File: src/rtl/prod_accumulator.sv
// prod_accumulator: sums a frame of 16-bit products into an ACC_W-bit total with beat count and sticky overflow.
// Define PACC_SATURATE_EN to clamp the sum at all ones on overflow instead of wrapping.
module prod_accumulator #(
  parameter int ACC_W = 24,
  parameter int CNT_W = 8
) (
  input  logic             clk,
  input  logic             rst,
  input  logic             in_valid,
  output logic             in_ready,
  input  logic [15:0]      in_prod,
  input  logic             in_last,
  output logic             out_valid,
  input  logic             out_ready,
  output logic [ACC_W-1:0] out_sum,
  output logic [CNT_W-1:0] out_count,
  output logic             out_ovf
);

  typedef enum logic [1:0] {IDLE, ACC, HOLD} state_t;

  state_t           state;
  logic [ACC_W-1:0] acc;
  logic [CNT_W-1:0] cnt;
  logic             ovf;

  logic [ACC_W:0]   sum_ext;
  logic [ACC_W-1:0] acc_next;
  logic [CNT_W-1:0] cnt_next;
  logic             accept;
  logic             take;
  logic             close;

  assign in_ready  = (state != HOLD);
  assign out_valid = (state == HOLD);
  assign accept    = in_valid && in_ready;
  assign take      = out_valid && out_ready;

  assign sum_ext  = {1'b0, acc} + {{(ACC_W + 1 - 16){1'b0}}, in_prod};
  assign cnt_next = cnt + CNT_W'(1);

  // A frame that fills the counter closes exactly as if in_last had been seen.
  assign close = in_last || (cnt_next == {CNT_W{1'b1}});

`ifdef PACC_SATURATE_EN
  assign acc_next = sum_ext[ACC_W] ? {ACC_W{1'b1}} : sum_ext[ACC_W-1:0];
`else
  assign acc_next = sum_ext[ACC_W-1:0];
`endif

  always_ff @(posedge clk) begin
    if (rst) begin
      state <= IDLE;
      acc   <= '0;
      cnt   <= '0;
      ovf   <= 1'b0;
    end else begin
      case (state)
        IDLE: begin
          if (accept) begin
            acc   <= ACC_W'(in_prod);
            cnt   <= CNT_W'(1);
            ovf   <= 1'b0;
            state <= in_last ? HOLD : ACC;
          end
        end
        ACC: begin
          if (accept) begin
            acc   <= acc_next;
            cnt   <= cnt_next;
            ovf   <= ovf | sum_ext[ACC_W];
            state <= close ? HOLD : ACC;
          end
        end
        HOLD: begin
          // Result stays frozen until taken; clearing here makes IDLE read as zero.
          if (take) begin
            acc   <= '0;
            cnt   <= '0;
            ovf   <= 1'b0;
            state <= IDLE;
          end
        end
        default: state <= IDLE;
      endcase
    end
  end

  assign out_sum   = acc;
  assign out_count = cnt;
  assign out_ovf   = ovf;

endmodule

File: config.mk
export PLATFORM = sky130hd
export DESIGN_NAME = prod_accumulator
export DESIGN_NICKNAME = d
export VERILOG_FILES = /design/src/rtl/prod_accumulator.sv
export SDC_FILE = /design/constraint.sdc
export NUM_CORES = 1
export LEC_CHECK = 0
export BUFFER_PORTS_ARGS = -buffer_cell sky130_fd_sc_hd__buf_2
export CAP_MARGIN = 5
export CORE_ASPECT_RATIO = 0.9
export CORE_MARGIN = 4
export CORE_UTILIZATION = 50
export CTS_BUF_LIST = sky130_fd_sc_hd__clkbuf_8
export DETAILED_ROUTE_END_ITERATION = 12
export PLACE_DENSITY = 0.74
export SLEW_MARGIN = 0
export SYNTH_ARGS = -nofsm -noshare
export SYNTH_HDL_FRONTEND = slang
export SYNTH_SLANG_ARGS = --single-unit
export TNS_END_PERCENT = 30
File: constraint.sdc
create_clock -name clk -period 2.4 [get_ports clk]
set_input_delay 0.36 -clock clk [delete_from_list [all_inputs] [get_ports clk]]
set_output_delay 0.36 -clock clk [all_outputs]
set_load 0.02 [all_outputs]
# After elaboration in Yosys (flattened, before gate mapping)

Index checks and enable logic that the tools add are counted.

Input port bits: 21
Bits in registers: 35
Logic and storage cells: 39

Equal/unequal tests: 7
Multiplexer cells: 18
Add/sub/neg operators: 2
Bitwise operators: 1
Reductions and logical operators: 7

Operator list:

| operator            | number |
|---|---|
| $mux 24             | 3 |
| $pmux 24 s3         | 1 |
| $add 24x16->25      | 1 |
| $mux 8              | 3 |
| $pmux 8 s3          | 1 |
| $mux 2              | 5 |
| $add 8x1->8 const B | 1 |
| $eq 8x8->1 const B  | 1 |
| $ne 2x2->1 const B  | 3 |
| $pmux 2 s3          | 1 |
| $reduce_and 4->1    | 1 |
| $mux 1              | 3 |
| $pmux 1 s3          | 1 |
| $reduce_and 3->1    | 1 |
| $reduce_bool 3->1   | 1 |
| $eq 2x1->1 const B  | 1 |
| $eq 2x2->1 const B  | 1 |
| $logic_and 1x1->1   | 2 |
| $logic_not 2->1     | 1 |
| $ne 2x1->1 const B  | 1 |
| $logic_or 1x1->1    | 1 |
| $or 1x1->1          | 1 |

# Longest topological paths before layout

Gate-level depths: netlist of the first run.

Depth in word-level cells: 6
Gate-level depth with buffers: 10
Mapped depth without buffers: 8

# Worst setup path before layout of the first run

OpenSTA, ideal clock, no wires.

Path kind: reg2reg
Start: reg state[0]
End: reg acc[21], in the netlist out_sum[21]
Stages on the path, launching flop included: 9
Buffers on the path: 0
Data arrival time: 2.031 ns
Path slack: 0.238 ns
Required time: 2.269 ns
Cells stage by stage: dfxtp_1 inv_1 ha_1 nand2b_1 mux2_4 or4b_1 a21oi_2 xnor2_1 nor2_1

Cells in the longest elaborated chain, start to end: 4
Elaborated cells on any way between the ends: 12
Classes of those cells: eq/ne: 6; mux: 1; reduce/logical: 5

RTL lines:

| element                    | line | RTL |
|---|---|---|
| start, declared            | 22   | `state_t state;` |
| start signal, assigned     | 64   | `state <= in_last ? HOLD : ACC;` |
| start signal, assigned     | 72   | `state <= close ? HOLD : ACC;` |
| $eq 2x2->1 (*)             | 35   | `assign out_valid = (state == HOLD);` |
| net out_valid              | 13   | `output logic out_valid,` |
| $logic_and 1x1->1          | 37   | `assign take = out_valid && out_ready;` |
| $ne 2x1->1 (no line)       | n/a  |  |
| $reduce_and 4->1 (no line) | n/a  |  |
| end signal, assigned       | 61   | `acc <= ACC_W'(in_prod);` |
| end signal, assigned       | 69   | `acc <= acc_next;` |
| end, declared              | 23   | `logic [ACC_W-1:0] acc;` |

The timed path passes the listed nets; every way through them passes the cells marked *.
A chain may end at the register's enable or synchronous reset.

# Worst setup path in the final report of the first run

Start: reg acc[0], in the netlist out_sum[0]
End: reg acc[10], in the netlist out_sum[10]

Cells in the longest elaborated chain, start to end: 3

RTL lines:

| element        | line | RTL |
|---|---|---|
| $add 24x16->25 | 39   | `assign sum_ext = {1'b0, acc} + {{(ACC_W + 1 - 16){1'b0}}, in_prod};` |
| $mux 24        | 68   | `if (accept) begin` |
| $pmux 24 s3    | 58   | `case (state)` |

Every way passes these cells. The select of a mux whose other input is x is not followed.

==> impl_results.md, run 1 <==
* Outcome: finished, final reports clean
* Number of nets in the layout at roughly 440
* Critical Path RT at 2.57 ns
* CTS tree: done
* Hold buffers post-CTS at 0
* Number of placed instances, taps included at between 400 and 500
* Layout area overhead at 19.7%
* Max Transition Viols Final at 0
* Setup Crit Path Kind: reg -> reg
* Arrival time at the worst endpoint at about 2.4 ns
* Placed cell area at between 3000 and 4000 um2
* CTS buffer count at 5
* Setup TNS at 0 ns
* Drt first-iter violations at around 210
* FP Rows at 24
* Post-Syn Nets at ~380
* PwrDens at around 600 nW/um2
* Clock-pin slew on the worst setup and hold paths at 0.07 ns
* Sequential area share after synthesis at 0.267
* Die W at ~84 um
* Fin util at 0.633
* Ys flop type: dfxtp_1
* Initial antenna violation count at 0
* Fin area at approximately 3100 um2
* Total of max-cap violations at 0
* Port buffer count at 55
* Final setup skew at approximately 0.0032 ns
* Later-pin clock latency in the skew report at 0.28 ns
* Final std cells w/o fill at 461
* Antenna fix cells at 0
* Post-CTS Setup Repair Bufs at 0
* Total gr overflow at 0
* Initial Util at 0.529
* Vias in the first global route at between 2000 and 3000
* Core area at slightly below 5000 um2
* Vias per inst at just under 6
* Pre-antenna DRT Iters at 4
* Yosys cell types at 53
* CP Max Fanout at 3
* Tot GR Track Use at 0.222
* VDD IR-drop max at roughly 420 uV
* Largest net degree at the start of global routing at 29
* Die Height at approximately 77 um
* DPL Wire Length at 5.35 mm
* Post-synthesis async set-or-reset flop share at 0
* Post-synth EDFFs at 0
* CTS Sinks at 35
* First-pass GRT wire length at between 10 and 15 mm
* Drc violations at 0
* CTS max path bufs at 2
* #FFs+latches synth at 35
* Worst R2R Setup Slack at between 0.15 and 0.2 ns
* Worst slew margin at 0.646
* Syn Area/Cell at about 8 um2
* Final period utilization at 0.933
* Final ANT Viol Nets at 0
* Post-CTS Resized at 0
* Lkg Pwr at approximately 1.4 nW
* Final hold violations at 0
* Post-Synthesis Cell Area at ~2600 um2
* H-tree depth at 2
* Final setup viols at 0
* Total Routed Length at just over 7 mm
* Routed vias at 2733
* Root buffer cell: clkbuf_8
* Die area at roughly 6500 um2
* FMAX at between 400 and 500 MHz
* RSZ-0062 raised after global routing: no
* Gpl congestion at 0.918
* CP startpoint kind: flop
* IO Pins at 56
* Worst Tran Pin Value at between 0.5 and 0.6 ns
* Cells after Synth at between 300 and 400
* Worst Hold Class: in -> reg
* Crit. End Element: flop
* Synth warn at 0
* Layout cells sized above 1 at 0.222
* Wire per inst at around 15 um
* Min Tclk post-route at around 2.2 ns
==> cell usage after synthesis, types with 4 or more instances <==
cell type | instances | share of area
a221oi_1 | 11 | 0.037
o21bai_1 | 4 | 0.011
nand2b_1 | 4 | 0.0095
and2_1 | 4 | 0.0095
and3_1 | 10 | 0.024
nand2_1 | 20 | 0.029
clkbuf_1 | 10 | 0.014
nor2_1 | 36 | 0.052
a21oi_1 | 27 | 0.052
o21ai_0 | 22 | 0.042
o22ai_1 | 5 | 0.012
inv_1 | 13 | 0.019
xnor2_1 | 16 | 0.053
nor3_1 | 14 | 0.027
a211oi_1 | 7 | 0.020
xor2_1 | 5 | 0.017
a31oi_1 | 4 | 0.0095
dfxtp_1 | 35 | 0.27
o21ai_1 | 4 | 0.0076
nand3_1 | 11 | 0.021
ha_1 | 21 | 0.10
==> placed cells by master, fill, tap and decap left out, types with 3 or more instances in the layout <==
cell / instances
a21oi_1: 26
buf_2: 55
a221oi_1: 11
o21bai_1: 4
xnor2_1: 16
nor3_1: 14
o22ai_1: 5
o21ai_1: 4
a211oi_1: 7
buf_4: 14
inv_1: 14
and2_1: 4
nand2b_1: 4
nor2_1: 36
nand4_1: 3
o21ai_0: 22
nand3_1: 11
a31oi_1: 4
dfxtp_1: 35
xor2_1: 5
and3_1: 10
nand2_1: 20
a21o_1: 3
nor2b_1: 3
clkbuf_8: 7
ha_1: 21
==> registers in the layout, indices dropped and copies added (netlist names) <==
name / flops
out_ovf: 1
out_sum: 24
out_count: 8
state: 2
==> per-layer routing <==
layer,vias to the layer above,share of wire,track usage
li1,1371,-,-
met1,1265,0.46,0.299
met2,88,0.45,0.356
met3,9,0.075,0.0397
met4,0,0.013,0.0756
met5,-,0,0
==> area by class of cell <==
type	instances	area [um2]
Multi-Input combinational cell	271	1830
Sequential cell	35	701
Clock buffer	7	96.3
Clock inverter	1	3.75
Tap cell	65	81.3
Inverter	13	48.8
Fill cell	475	1820
Timing Repair Buffer	69	380
==> critical path: stages (launching register included) <==
cell and delay, ns:
dfxtp_1 0.32, ha_1 0.20, fa_1 0.41, a21oi_1 0.26
o21ai_0 0.21, a31oi_1 0.27, xnor2_1 0.10, a221oi_1 0.27
nor2_1 0.08
==> stage by stage <==
stage	setup slack (ns)	hold slack (ns)	power (mW)
after floorplan	0.238	0.496	1.19
after CTS	0.0820	0.360	1.87
after detailed placement	0.0129	0.473	1.40
after global routing	0.0320	0.376	1.99
after global placement	0.0501	0.467	1.38
final	0.160	0.365	1.87
==> worst paths after layout <==
check | startpoint | end | cells past startpoint
worst max-delay path | out_sum[0] | out_sum[10] | 8
worst min-delay path | in_prod[9] | out_sum[9] | 3
worst max register to register | out_sum[0] | out_sum[10] | 8
worst min register to register | out_ovf | out_ovf | 2
==> cell families after synthesis <==
logic type | count (synthesis) | share of synthesized area
compound gates | 108 | 0.277
fa+ha+maj | 22 | 0.108
mux | 4 | 0.0172
simple gates | 116 | 0.218
buf+inv | 27 | 0.0430
flops | 35 | 0.267
xor+xnor | 21 | 0.0702
==> report_power, final <==
| group | switching (mW) | total [mW] | internal [mW] | leakage (nW) |
|---|---|---|---|---|
| clock network | 0.213 | 0.470 | 0.258 | 0.0557 |
| registers | 0.0339 | 0.654 | 0.620 | 0.286 |
| logic | 0.453 | 0.745 | 0.291 | 1.01 |
| total | 0.699 | 1.87 | 1.17 | 1.35 |
No activity file was read; power rests on OpenSTA's default activity.
==> inputs of run 2 (changes only) <==
--- a/config.mk
+++ b/config.mk
@@ -7,13 +7,14 @@
 export LEC_CHECK = 0
 export BUFFER_PORTS_ARGS = -buffer_cell sky130_fd_sc_hd__buf_2
 export CAP_MARGIN = 5
+export CELL_PAD_IN_SITES_DETAIL_PLACEMENT = 0
+export CELL_PAD_IN_SITES_GLOBAL_PLACEMENT = 1
 export CORE_ASPECT_RATIO = 0.9
 export CORE_MARGIN = 4
-export CORE_UTILIZATION = 50
+export CORE_UTILIZATION = 41
 export CTS_BUF_LIST = sky130_fd_sc_hd__clkbuf_8
 export DETAILED_ROUTE_END_ITERATION = 12
-export PLACE_DENSITY = 0.74
-export SLEW_MARGIN = 0
+export PLACE_DENSITY_LB_ADDON = 0.1
 export SYNTH_ARGS = -nofsm -noshare
 export SYNTH_HDL_FRONTEND = slang
 export SYNTH_SLANG_ARGS = --single-unit
==> impl_results.md, run 2 (synthesis results as in run 1) <==
* Pre-CTS WS at 0.0344 ns (+0.0215 ns)
* Min Tclk post-route at 2.20 ns (-0.0407 ns)
* FMAX at 455 MHz (+1.9%)
* Worst R2R Setup Slack at 0.20 ns (+0.04 ns)
* CP Buf/Inv Count at 1 (+1)
* Gpl congestion at 0.895 (-2.5%)
* CTS tree: done
* Post-CTS Setup Repair Bufs at 0 (unchanged)
* Origin of the worst setup path: state[0]
* Total gr overflow at 0 (unchanged)
* CTS buffer count at 5 (unchanged)
* Fill cells at 636 (+34%)
* Worst Tran Pin Value at 0.668 ns (+0.142 ns)
* H-tree depth at 2 (unchanged)
* Tot Pwr at 1.85 mW (-0.99%)
* Worst Hold Class: in -> reg
* Sequential cell area at 701 um2 (unchanged)
* Core area at 6150 um2 (+24%)
* Arrival time at the worst endpoint at 2.39 ns (-0.02 ns)
* PwrDens at 584 nW/um2 (-2.0%)
* Number of nets in the layout at 440 (+0.46%)
* IO Pins at 56 (unchanged)
* Worst slew margin at 0.552 (-0.0939)
* CP startpoint kind: flop
* Clock-pin slew on the worst setup and hold paths at 0.08 ns (about the same)
* Worst Setup EP: out_sum[21]
* Routed vias at 2717 (-0.59%)
* DRT met1 WL at 3.81 mm (+16%)
* Final hold slack at 0.360 ns (-0.00555 ns)
* Crit. End Element: flop
* DPL Wire Length at 5.73 mm (+7.2%)
* DR WL met2 at 3.40 mm (+6.7%)
* Final ANT Viol Nets at 0 (unchanged)
* Pre-antenna DRT Iters at 4 (unchanged)
* Port buffer count at 55 (unchanged)
* Capturing point of the worst reg2reg path: out_sum[21]
* Area of the multi-input gates at 1830 um2 (+0.21%)
* Die area at 7740 um2 (+20%)
* Highest routed metal layer: met4
* Number of flip-flops in the largest register at 24 (unchanged)
* Max Transition Viols Final at 0 (unchanged)
* Largest net degree at the start of global routing at 23 (-21%)
* Slowest stage cell, crit path: or4b_1
* CP Max Fanout at 4 (+1)
* Reg2Reg Depth at 8 (unchanged)
* CTS max path bufs at 2 (unchanged)
* Most frequent cells in the layout: 55 x buf_2, 36 x nor2_1, 35 x dfxtp_1, 25 x a21oi_1, 22 x o21ai_0
* Critical Path RT at 2.59 ns (+0.02 ns)
* Initial antenna violation count at 0 (unchanged)
* Die Height at 83.8 um (+9.3%)
* Tot GR Track Use at 0.203 (-0.0191)
* Vias in the first global route at 2631 (+3.3%)
* Layout area overhead at 20.9%
* CTS Sinks at 35 (unchanged)
* RSZ-0062 raised after global routing: no
* Die W at 92.3 um (+9.4%)
* Wire per inst at 15.8 um (+2.7%)
* Vias per inst at 5.60 (-5.5%)
* RR Startpoint: state[0]
* Crit-path cells: inv_1 > ha_1 > nor2_2 > mux2_4 > or4b_1 > a21oi_2 > xnor2_1 > nor2_1
* Setup TNS at 0 ns (unchanged)
* Fin worst setup slack at 0.201 ns (+0.0407 ns)
* Final setup viols at 0 (unchanged)
* Later-pin clock latency in the skew report at 0.30 ns (+0.02 ns)
* Lkg Pwr at 1.35 nW (about the same)
* Initial Util at 0.426 (-0.103)
* First-pass GRT wire length at 13.0 mm (+7.6%)
* Root buffer cell: clkbuf_8
* Final setup skew at 0.00983 ns (+0.00666 ns)
* Cell depth of the worst setup path at 8 (unchanged)
* Peak per-stage delay on the critical path at 0.54 ns (+0.13 ns)
* VDD IR-drop max at 256 uV (-39%)
* Total Routed Length at 7.66 mm (+8.0%)
* Drc violations at 0 (unchanged)
* Commonest non-fill, non-tap cell in the layout: buf_2
* Final period utilization at 0.916 (-0.0170)
* Drt first-iter violations at 169 (-21%)
* Outcome: finished, final reports clean
* Setup Crit Path Kind: reg -> reg
* Antenna fix cells at 0 (unchanged)
* Total of max-cap violations at 0 (unchanged)
* Wire length on met3 at 399 um (-25%)
* FP Rows at 27 (+13%)
* Final hold violations at 0 (unchanged)
* Cell family with most CP delay: simple AND/OR/NAND/NOR gates
* Layout cells sized above 1 at 0.231 (+0.00893)
==> run 2: worst min-delay path, delay by kind of cell <==
| family | cells | cell delay (ns) |
|---|---|---|
| AO/OA/AOI/OAI | 1 | 0.08 |
| buffers and inverters | 1 | 0.09 |
| AND/OR/NAND/NOR | 1 | 0.09 |
==> run 2: routing by layer <==
metal	up-vias	track usage
met4	0	0.0445
met2	70	0.322
met5	-	0
li1	1369	-
met1	1273	0.285
met3	5	0.0388
==> run 2: how the worst min path moves through the flow <==
stage           startpoint  slack [ns]  cells after the start     endpoint
2_1_floorplan     state[1]        0.50                      1     state[1]
3_3_place_gp   out_sum[23]        0.47                      2  out_sum[23]
6_report       in_prod[10]        0.36                      3  out_sum[10]
5_1_grt         in_prod[6]        0.37                      3   out_sum[6]
3_5_place_dp   out_sum[23]        0.48                      2  out_sum[23]
4_1_cts        in_prod[10]        0.35                      3  out_sum[10]
==> run 2: report_power, final <==
group / total (mW) / internal (mW) / leakage, nW / switching (mW)
sequential: 0.654 / 0.620 / 0.286 / 0.0343
combinational: 0.757 / 0.296 / 1.02 / 0.461
clock: 0.439 / 0.199 / 0.0453 / 0.240
total: 1.85 / 1.12 / 1.35 / 0.735
==> run 2: cell type report <==
class,instances,area share
multi-input combinational,271,0.577
inverter,13,0.0154
sequential,35,0.221
tap,87,0.0344
clock inverter,3,0.00513
clock buffer,5,0.0217
timing repair buffer,71,0.125
==> run 2: timing repair <==
item                       in CTS  in global routing
setup endpoints to repair       0                  4
hold buffers                    0                  0
resized for setup               0                  4
==> run 2: through the flow <==
| step | cell area (um2) | util | std cells |
|---|---|---|---|
| 3_3_place_gp | 3060 | 0.498 | 477 |
| 6_report | 3170 | 0.515 | 485 |
| 4_1_cts | 3150 | 0.512 | 485 |
| 3_5_place_dp | 3060 | 0.498 | 477 |
| 5_1_grt | 3170 | 0.515 | 485 |
| 2_1_floorplan | 2620 | - | 333 |
==> inputs of run 3 (changes only) <==
==> constraint.sdc (replaced) <==
create_clock -name clk -period 2.4 [get_ports clk]
set_input_delay 0.12 -clock clk [delete_from_list [all_inputs] [get_ports clk]]
set_output_delay 0.12 -clock clk [all_outputs]
set_load 0.02 [all_outputs]
==> impl_results.md, run 3 (synthesis results as in run 1) <==
* Number of nets in the layout at 436 (-0.91%)
* Layout cells sized above 1 at 0.218 (-0.0129)
* Largest net degree at the start of global routing at 22 (-4.3%)
* Setup Crit Path Kind: reg -> reg
* Layout area overhead at 20.4%
* Capturing point of the worst reg2reg path: out_sum[23]
* Worst slew margin at 0.607 (+0.0550)
* Most frequent cells in the layout: 55 x buf_2, 36 x nor2_1, 35 x dfxtp_1, 26 x a21oi_1, 22 x o21ai_0
* Fin area at 3160 um2 (-0.39%)
* Total gr overflow at 0 (unchanged)
* Core area at 6150 um2 (unchanged)
* Critical Path RT at 2.62 ns (+0.03 ns)
* Setup TNS at 0 ns (unchanged)
* Port buffer count at 55 (unchanged)
* Die area at 7740 um2 (unchanged)
* WHS Path Cells at 3 (unchanged)
* IO Pins at 56 (unchanged)
* Gpl congestion at 0.912 (+1.9%)
* Lkg Pwr at 1.35 nW (-0.35%)
* Drt first-iter violations at 197 (+17%)
* First-pass GRT wire length at 12.7 mm (-2.3%)
* Die Height at 83.8 um (unchanged)
* Final setup viols at 0 (unchanged)
* Outcome: finished, final reports clean
* Drc violations at 0 (unchanged)
* Min Tclk post-route at 2.25 ns (+0.0550 ns)
* Reg2Reg Depth at 8 (unchanged)
* VDD IR-drop max at 342 uV (+34%)
* Final setup skew at 0.00409 ns (-0.00574 ns)
* RR Startpoint: state[0]
* H-tree depth at 2 (unchanged)
* Vias in the first global route at 2640 (+0.34%)
* RSZ-0062 raised after global routing: no
* Critical hold path startpoint: in_prod[10]
* Number of flip-flops in the largest register at 24 (unchanged)
* CTS Sinks at 35 (unchanged)
* CTS max path bufs at 2 (unchanged)
* Root buffer cell: clkbuf_8
* Area of the multi-input gates at 1810 um2 (-0.82%)
* Wire per inst at 15.8 um (about the same)
* Later-pin clock latency in the skew report at 0.29 ns (about the same)
* Commonest non-fill, non-tap cell in the layout: buf_2
* Die W at 92.3 um (unchanged)
* CP startpoint kind: flop
* Total Routed Length at 7.60 mm (-0.80%)
* Final ANT Viol Nets at 0 (unchanged)
* Worst Hold Class: in -> reg
* Routed vias at 2707 (-0.37%)
* Post-CTS Setup Repair Bufs at 0 (unchanged)
* CTS tree: done
* Placed cell area at 3030 um2 (-0.98%)
* Clock-pin slew on the worst setup and hold paths at 0.08 ns (about the same)
* Worst R2R Setup Slack at 0.15 ns (-0.05 ns)
* PwrDens at 622 nW/um2 (+6.4%)
* Crit. End Element: flop
* Vias per inst at 5.63 (+0.46%)
* Max Transition Viols Final at 0 (unchanged)
* CP Max Fanout at 10 (+6)
* Tot GR Track Use at 0.197 (-0.00570)
* Pre-antenna DRT Iters at 4 (unchanged)
* FMAX at 444 MHz (-2.4%)
* Worst Tran Pin Value at 0.586 ns (-0.0820 ns)
* Final hold violations at 0 (unchanged)
* Fill cells at 626 (-1.6%)
* Initial antenna violation count at 0 (unchanged)
* CTS buffer count at 5 (unchanged)
* DPL Wire Length at 5.68 mm (-0.91%)
* Final period utilization at 0.939 (+0.0229)
* Arrival time at the worst endpoint at 2.48 ns (+0.09 ns)
* Initial Util at 0.426 (unchanged)
* Total of max-cap violations at 0 (unchanged)
* Hold path endpoint: out_sum[10]
* Sequential cell area at 701 um2 (unchanged)
* Antenna fix cells at 0 (unchanged)
* FP Rows at 27 (unchanged)
[run 3: cell count changes in the layout (fill, tap and decap cells not counted), sizes merged]
cell / delta
clkbuf: +1
clkinvlp: -1
bufinv: +1
buf: -4
inv: -1
[run 3: timing repair]
item,4_1_cts,5_1_grt
hold buffers,0,0
setup endpoints to repair,0,2
gates resized for setup,0,1
[run 3: metrics by stage]
step / hold WS [ns] / util / std cells / setup slack (ns) / power (mW)
2_1_floorplan: 0.288 / - / 333 / 0.238 / 1.19
3_3_place_gp: 0.418 / 0.493 / 473 / 0.239 / 1.40
3_5_place_dp: 0.415 / 0.493 / 473 / 0.182 / 1.40
4_1_cts: 0.112 / 0.513 / 481 / 0.165 / 1.97
5_1_grt: 0.149 / 0.513 / 481 / 0.0369 / 2.09
6_report: 0.114 / 0.513 / 481 / 0.146 / 1.96
[run 3: layer usage]
layer / part of all wire / up-vias / routed length [um] / track usage
met5: 0 / - / 0 / 0
met4: 0.0058 / 0 / 44 / 0.0499
met3: 0.060 / 7 / 457 / 0.0415
met1: 0.50 / 1263 / 3780 / 0.279
met2: 0.44 / 69 / 3320 / 0.304
li1: - / 1368 / - / -
[run 3: layout make-up]
cell class / instances / share of cell area
repair buffers: 67 / 0.116
clock inverters: 2 / 0.0111
well taps: 87 / 0.0345
flip-flops and latches: 35 / 0.222
inverters: 13 / 0.0155
multi-input cells: 271 / 0.575
clock buffers: 6 / 0.0262
[run 3: worst max-delay path by stage]
stage	from	end	cells past startpoint
finish	state[0]	out_sum[23]	8
global route	out_sum[0]	out_sum[6]	8
floorplan	state[0]	out_sum[21]	8
CTS	state[0]	out_sum[23]	8
detailed placement	state[0]	out_sum[23]	8
global placement	out_sum[0]	out_sum[10]	8
[run 3: where the power goes]
part | switching (mW) | internal (mW) | leakage, nW
clock network | 0.233 | 0.336 | 0.0612
logic | 0.452 | 0.285 | 1.00
registers | 0.0353 | 0.620 | 0.286
total | 0.721 | 1.24 | 1.35
[run 3: critical path, cell delays in order, from the launching register on]
cell and delay (ns):
dfxtp_1 0.38, inv_1 0.08, ha_1 0.25, nor2_2 0.17, mux2_4 0.38, nor3b_1 0.26, nand3_1 0.10, nor4_1 0.35
mux2i_1 0.21
